## src/rtl/hazard_ctrl.sv

```systemverilog
// Hazard and sequencing controller for the 5-stage pipeline: stalls, flushes and EX-aligned forwarding selects.
// Optional performance counters are enabled by defining HAZ_PERF_EN.
module hazard_ctrl #(
    parameter int REG_AW  = 5,
    parameter int TIMEOUT = 255
) (
    input  logic              clk,
    input  logic              rst,
    input  logic [REG_AW-1:0] rs1_id,
    input  logic [REG_AW-1:0] rs2_id,
    input  logic              use_rs1_id,
    input  logic              use_rs2_id,
    input  logic [REG_AW-1:0] rd_ex,
    input  logic              regwrite_ex,
    input  logic              memread_ex,
    input  logic [REG_AW-1:0] rd_mem,
    input  logic              regwrite_mem,
    input  logic              branch_taken_ex,
    input  logic              mem_req,
    input  logic              mem_ready,
    output logic              stall_if,
    output logic              stall_id,
    output logic              stall_ex,
    output logic              stall_mem,
    output logic              flush_id,
    output logic              flush_ex,
    output logic [1:0]        fwd_a,
    output logic [1:0]        fwd_b,
    output logic              mem_err
`ifdef HAZ_PERF_EN
    ,
    output logic [31:0]       perf_stall_cyc,
    output logic [31:0]       perf_flush_cnt
`endif
);

    localparam int CW = $clog2(TIMEOUT + 1);
    localparam logic [CW-1:0] TMO = TIMEOUT[CW-1:0];

    localparam logic [0:0] RUN      = 1'b0;
    localparam logic [0:0] MEM_WAIT = 1'b1;

    logic [0:0]    state, state_nxt;
    logic [CW-1:0] cnt, cnt_nxt;
    logic          timeout_hit;

    logic hit_ex_1, hit_ex_2, hit_mem_1, hit_mem_2, load_use;

    assign hit_ex_1  = use_rs1_id & regwrite_ex  & (rd_ex  != '0) & (rd_ex  == rs1_id);
    assign hit_ex_2  = use_rs2_id & regwrite_ex  & (rd_ex  != '0) & (rd_ex  == rs2_id);
    assign hit_mem_1 = use_rs1_id & regwrite_mem & (rd_mem != '0) & (rd_mem == rs1_id);
    assign hit_mem_2 = use_rs2_id & regwrite_mem & (rd_mem != '0) & (rd_mem == rs2_id);
    assign load_use  = memread_ex & (hit_ex_1 | hit_ex_2);

    // Priority: memory wait, then taken branch, then load-use. Everything is quiet during reset.
    always_comb begin
        stall_if    = 1'b0;
        stall_id    = 1'b0;
        stall_ex    = 1'b0;
        stall_mem   = 1'b0;
        flush_id    = 1'b0;
        flush_ex    = 1'b0;
        timeout_hit = 1'b0;
        state_nxt   = state;
        cnt_nxt     = cnt;
        if (!rst) begin
            case (state)
                RUN: begin
                    if (mem_req && !mem_ready) begin
                        stall_if  = 1'b1;
                        stall_id  = 1'b1;
                        stall_ex  = 1'b1;
                        stall_mem = 1'b1;
                        state_nxt = MEM_WAIT;
                        cnt_nxt   = CW'(1);
                    end else if (branch_taken_ex) begin
                        flush_id = 1'b1;
                        flush_ex = 1'b1;
                    end else if (load_use) begin
                        stall_if = 1'b1;
                        stall_id = 1'b1;
                        flush_ex = 1'b1;
                    end
                end
                MEM_WAIT: begin
                    if (mem_ready) begin
                        state_nxt = RUN;
                        cnt_nxt   = '0;
                    end else if (cnt == TMO) begin
                        // Give up: release the pipeline now and flag the error next cycle.
                        timeout_hit = 1'b1;
                        state_nxt   = RUN;
                        cnt_nxt     = '0;
                    end else begin
                        stall_if  = 1'b1;
                        stall_id  = 1'b1;
                        stall_ex  = 1'b1;
                        stall_mem = 1'b1;
                        cnt_nxt   = cnt + CW'(1);
                    end
                end
                default: begin
                    state_nxt = RUN;
                    cnt_nxt   = '0;
                end
            endcase
        end
    end

    function automatic logic [1:0] fwd_sel(input logic hit_ex, input logic hit_mem);
        if (hit_ex)       fwd_sel = 2'b10;
        else if (hit_mem) fwd_sel = 2'b01;
        else              fwd_sel = 2'b00;
    endfunction

    always_ff @(posedge clk) begin
        if (rst) begin
            state   <= RUN;
            cnt     <= '0;
            fwd_a   <= 2'b00;
            fwd_b   <= 2'b00;
            mem_err <= 1'b0;
        end else begin
            state   <= state_nxt;
            cnt     <= cnt_nxt;
            mem_err <= timeout_hit;
            // Selects follow the ID instruction into EX, so they hold whenever ID/EX holds.
            if (!stall_ex) begin
                if (flush_ex) begin
                    fwd_a <= 2'b00;
                    fwd_b <= 2'b00;
                end else begin
                    fwd_a <= fwd_sel(hit_ex_1, hit_mem_1);
                    fwd_b <= fwd_sel(hit_ex_2, hit_mem_2);
                end
            end
        end
    end

`ifdef HAZ_PERF_EN
    always_ff @(posedge clk) begin
        if (rst) begin
            perf_stall_cyc <= '0;
            perf_flush_cnt <= '0;
        end else begin
            if (stall_if && (perf_stall_cyc != '1))
                perf_stall_cyc <= perf_stall_cyc + 32'd1;
            // flush_id is raised only by a taken branch.
            if (flush_id && (perf_flush_cnt != '1))
                perf_flush_cnt <= perf_flush_cnt + 32'd1;
        end
    end
`else
    // Default build carries no performance counters.
`endif

endmodule

```

## config.mk

```make
export PLATFORM = sky130hd
export DESIGN_NAME = hazard_ctrl
export DESIGN_NICKNAME = d
export VERILOG_FILES = /design/src/rtl/hazard_ctrl.sv
export SDC_FILE = /design/constraint.sdc
export NUM_CORES = 1
export LEC_CHECK = 0
export CAP_MARGIN = 25
export CORE_MARGIN = 5
export CORE_UTILIZATION = 38
export CTS_CLUSTER_DIAMETER = 40
export DETAILED_ROUTE_END_ITERATION = 16
export PLACE_DENSITY = 0.75
export SLEW_MARGIN = 30
export SYNTH_ARGS = -nofsm -noshare
export SYNTH_HDL_FRONTEND = slang
export SYNTH_SLANG_ARGS = --single-unit
```

## constraint.sdc

```tcl
create_clock -name clk -period 2.6 [get_ports clk]
set_input_delay 0.78 -clock clk [delete_from_list [all_inputs] [get_ports clk]]
set_output_delay 0.78 -clock clk [all_outputs]
set_load 0.01 [all_outputs]
```

==> results.md <==
- The number of buffer and inverter stages on the critical path is 2.
- The number of antenna violations at the first check in global routing is 0.
- The smallest clock period supported by the final layout is computed as 2.88 ns.
- The total clock sinks is 14.
- The worst hold path cell count is 2.
- Yosys mapped a number of flops with a built-in enable equal to 0.
- The via count is 1539.
- The clock transition at the registers of the reported paths is 0.09 ns.
- The number of max-cap violations is 0.
- TritonCTS built the clock tree.
- The via count of the first global-routing pass is 1640.
- Setup repair after global routing could not meet its margin everywhere.
- The global-route wire length before repair is 7.51 mm.
- The area added between synthesis and finish is 106%.
- The worst slack at placement is -1.08 ns.
- Input and output buffers added on the ports amount to 40.
- The total iterations of the first detailed-routing run is 4.
- The total placed instance area is 0.00175 sq mm.
- Counting along the longest clock path gives a buffer depth of 2.
- The worst setup path is captured at an output port.
- The sum of net half-perimeters after detailed placement is 2.89 mm.
- In this run the horizontal extent of the chip is 61.7 microns.
- The cell with the largest stage delay on the worst path is and4_4.
- For the pin with the worst max-slew slack, the measured transition is 0.425 ns.
- Setup violations remaining at the end of the flow were counted as 3.
- Routed signal wires occupy layers up through met4.
- Row generation in the floorplan step produced 18 rows.
- The top flip-flop cell by instance count after synthesis is dfxtp_1.
- The worst hold path begins at fwd_a[1].
- Derived from the worst setup path, the maximum achievable clock frequency is 0.347 GHz.
- The I/O pin count is 41.
- Measured in cells, the most critical reg-to-reg path has a length of 7.
- During synthesis, Yosys emitted a total of 0 warnings.
- The data arrival time of the critical path is 2.10 ns.
- In the routed design, unresolved DRC markers number 0.
- After synthesis, the share of flip-flops with an asynchronous set or reset is 0%.
- The post-synthesis sequential element count is 14.
- The deepest level of the CTS H-tree is 1.
- The die span in y is 61.7 microns.
- The post-route netlist has 50.2% of its cells at a drive strength greater than 1.
- The largest fanout on the critical path is 3.
- The first routing iteration left 127 violations.
- For the worst-skew pair, the clock arrives at the later sink with an insertion delay of 0.28 ns.
- The post-synthesis instance area is 0.00102 sq mm.
- The category of the worst setup path launch point is an input port.
- The worst hold path belongs to the class reg -> reg.
- The floorplan step defined a die boundary enclosing 0.00381 sq mm.
- The final reports fail on setup timing.
- The worst setup skew after layout is 0.00578 ns.
- The worst hold path endpoint is fwd_a[1].
- At the worst endpoint, the required time is 1.82 ns.
- The routed design has 5.37 mm of wire.
- Yosys attributes the largest share of cell area to dfxtp_1, xor2_1, nor2_1, a21oi_1, xnor2_1.
- The placer's final routability congestion estimate is 0.906.
- 0 antenna diodes ended up in the layout.
- The maximum number of pins on one net before global-route repair is 10.
- Averaged over all synthesized cells, the footprint is 8.07 sq um.
- Among cell families on the critical path, the largest total delay comes from simple AND/OR/NAND/NOR gates.
- The initial standard-cell utilization of the core is 40.3%.
- The synthesized netlist cell count is 126.
- The post-synthesis cell type with the largest combined area is dfxtp_1.
- Once routing completed, OpenROAD measured the worst setup slack at -0.283 ns.
- The setup path with the least slack is of type in -> out.
- In this run the tightest slew margin relative to its limit is 71.4%.
- In the routed layout, each cell is associated on average with a via count of 5.81.
- The met1 wire length is 1.95 mm.
- The residual overflow from global routing is 0.
- The critical register-to-register path endpoint is fwd_b[0].
- In the detailed route, the total length drawn on met2 is 2.72 mm.
- When the netlist entered floorplanning its net count stood at 157.
- Clock tree synthesis inserted a total of 3 buffers.
- The number of hold violations in the final report is 0.
- The largest single stage delay on the critical path is 0.29 ns.
- The area of all placed cells without fillers is 0.00209 sq mm.
- The total met3 wirelength after detailed routing is 437 microns.
- The maximum vdd drop is 0.000333 V.
- The run finished, with violations left.
- The sequential area share after synthesis is 27.6%.
- The startpoint of the worst-slack reg-to-reg timing path is cnt[0].
- Traced cell by cell, the critical path runs through buf_6 > xor2_1 > nor2_1 > and4_4 > o21ai_4 > o41ai_4 > buf_2.
- In the finished design, the share of the clock period the worst path needs comes to 111%.
- Counting the fill cells in the layout gives 124.
- Power spread over the standard cell area amounts to 319 mW/mm^2.
- The standard cell core area is 0.00252 sq mm.
- In the final routed layout, each cell accounts on average for 20.2 microns.
- The number of unique standard cell types used by synthesis is 42.
- The number of slew-limit violations in the final report is 0.
- The worst hold slack is 0.468 ns.
- The synthesized design devotes to its leading area cell type 27.6% of total area.
- In this run the static leakage power is 0.962 nW.
- CTS placed an instance of clkbuf_4 at the clock tree root.
- For flop-to-flop paths, the worst setup slack is 0.84 ns.
- The remaining number of nets flagged by the antenna check after routing is 0.
- At the end of the flow, the number of nets in the layout was 267.
- For this run, the total global-route usage over all layers was measured as 26.9%.
==> state kept, by name (all words and copies together) (netlist names) <==
name	cells
state	1
fwd_a	2
cnt	8
fwd_b	2
mem_err	1
==> layout make-up <==
| type | instances | area, sq um | share of cell area [%] |
|---|---|---|---|
| clock buffers | 4 | 36.3 | 1.73 |
| inverters | 3 | 12.5 | 0.598 |
| multi-input cells | 105 | 831 | 39.7 |
| flip-flops and latches | 14 | 280 | 13.4 |
| well taps | 30 | 37.5 | 1.79 |
| repair buffers | 109 | 896 | 42.8 |
==> Yosys cell counts, drive strengths merged (2+ instances only) <==
library cell / number
buf: 3
xor2: 16
o21ai: 7
nand4b: 3
a21oi: 9
inv: 2
nor3b: 2
o31ai: 2
nor4: 3
nand2: 9
a311oi: 3
nand4: 4
nor2: 15
and3: 4
and4: 2
dfxtp: 14
xnor2: 4
nor3: 3
nand3: 5
==> power by group <==
group          internal [mW]  leakage (nW)  switching, mW
clock network         0.0852        0.0210         0.0768
registers              0.217         0.113        0.00173
logic                  0.164         0.827          0.123
==> logic make-up after synthesis <==
logic type	count (synthesis)	share of synthesized area, %
AO/OA/AOI/OAI	30	20.5
XOR/XNOR	20	17.2
adder cells (fa/ha/maj)	1	1.23
buffers and inverters	7	3.57
flip-flops	14	27.6
AND/OR/NAND/NOR	54	29.9
==> worst max path at each step <==
stage,start,endpoint,cells past startpoint
after floorplan,rd_ex[3],stall_if,6
after global placement,rd_ex[1],flush_ex,7
after detailed placement,rd_ex[1],flush_ex,7
after CTS,rs2_id[0],stall_id,7
after global routing,rd_ex[1],stall_if,7
final,rd_ex[3],stall_if,7
==> cells in the final DEF (no fill, tap or decap), types with 5 or more instances in the layout <==
master,synthesis,final
a21oi_1,7,6
buf_2,1,9
buf_4,2,68
buf_6,0,11
clkdlybuf4s50_1,0,12
dfxtp_1,14,14
dlygate4sd2_1,0,5
nand2_1,9,9
nand3_1,5,5
nor2_1,14,11
o21ai_0,6,6
xor2_1,16,13
==> worst min-delay path: cells and delay by family, from the launching register on <==
kind | cells | cell delay, ns
AOI/OAI and AO/OA | 1 | 0.04
and+or+nand+nor | 1 | 0.07
DFF | 1 | 0.32
==> metal layers <==
layer  vias to the layer above  track usage [%]
met5                         -                0
met4                         0             18.2
met3                        26             6.40
met2                       113             48.3
met1                       712             27.3
li1                        688                -
==> stage by stage <==
| step | total power [mW] | utilization, % | TNS (ns) | std cells |
|---|---|---|---|---|
| 2_1_floorplan | 0.286 | - | 0 | 126 |
| 3_3_place_gp | 0.401 | 69.5 | -4.60 | 230 |
| 3_5_place_dp | 0.407 | 69.5 | -4.84 | 230 |
| 4_1_cts | 0.623 | 79.2 | -0.597 | 265 |
| 5_1_grt | 0.689 | 83.0 | -0.817 | 265 |
| 6_report | 0.667 | 83.0 | -0.745 | 265 |
==> what timing repair did <==
action,CTS,global route
setup buffers,31,3
hold buffers,0,0
gates resized for setup,112,20
pin swaps,27,17
setup endpoints to repair,6,6
endpoints found under the hold margin,0,0
Power figures use the tool's default switching activity.
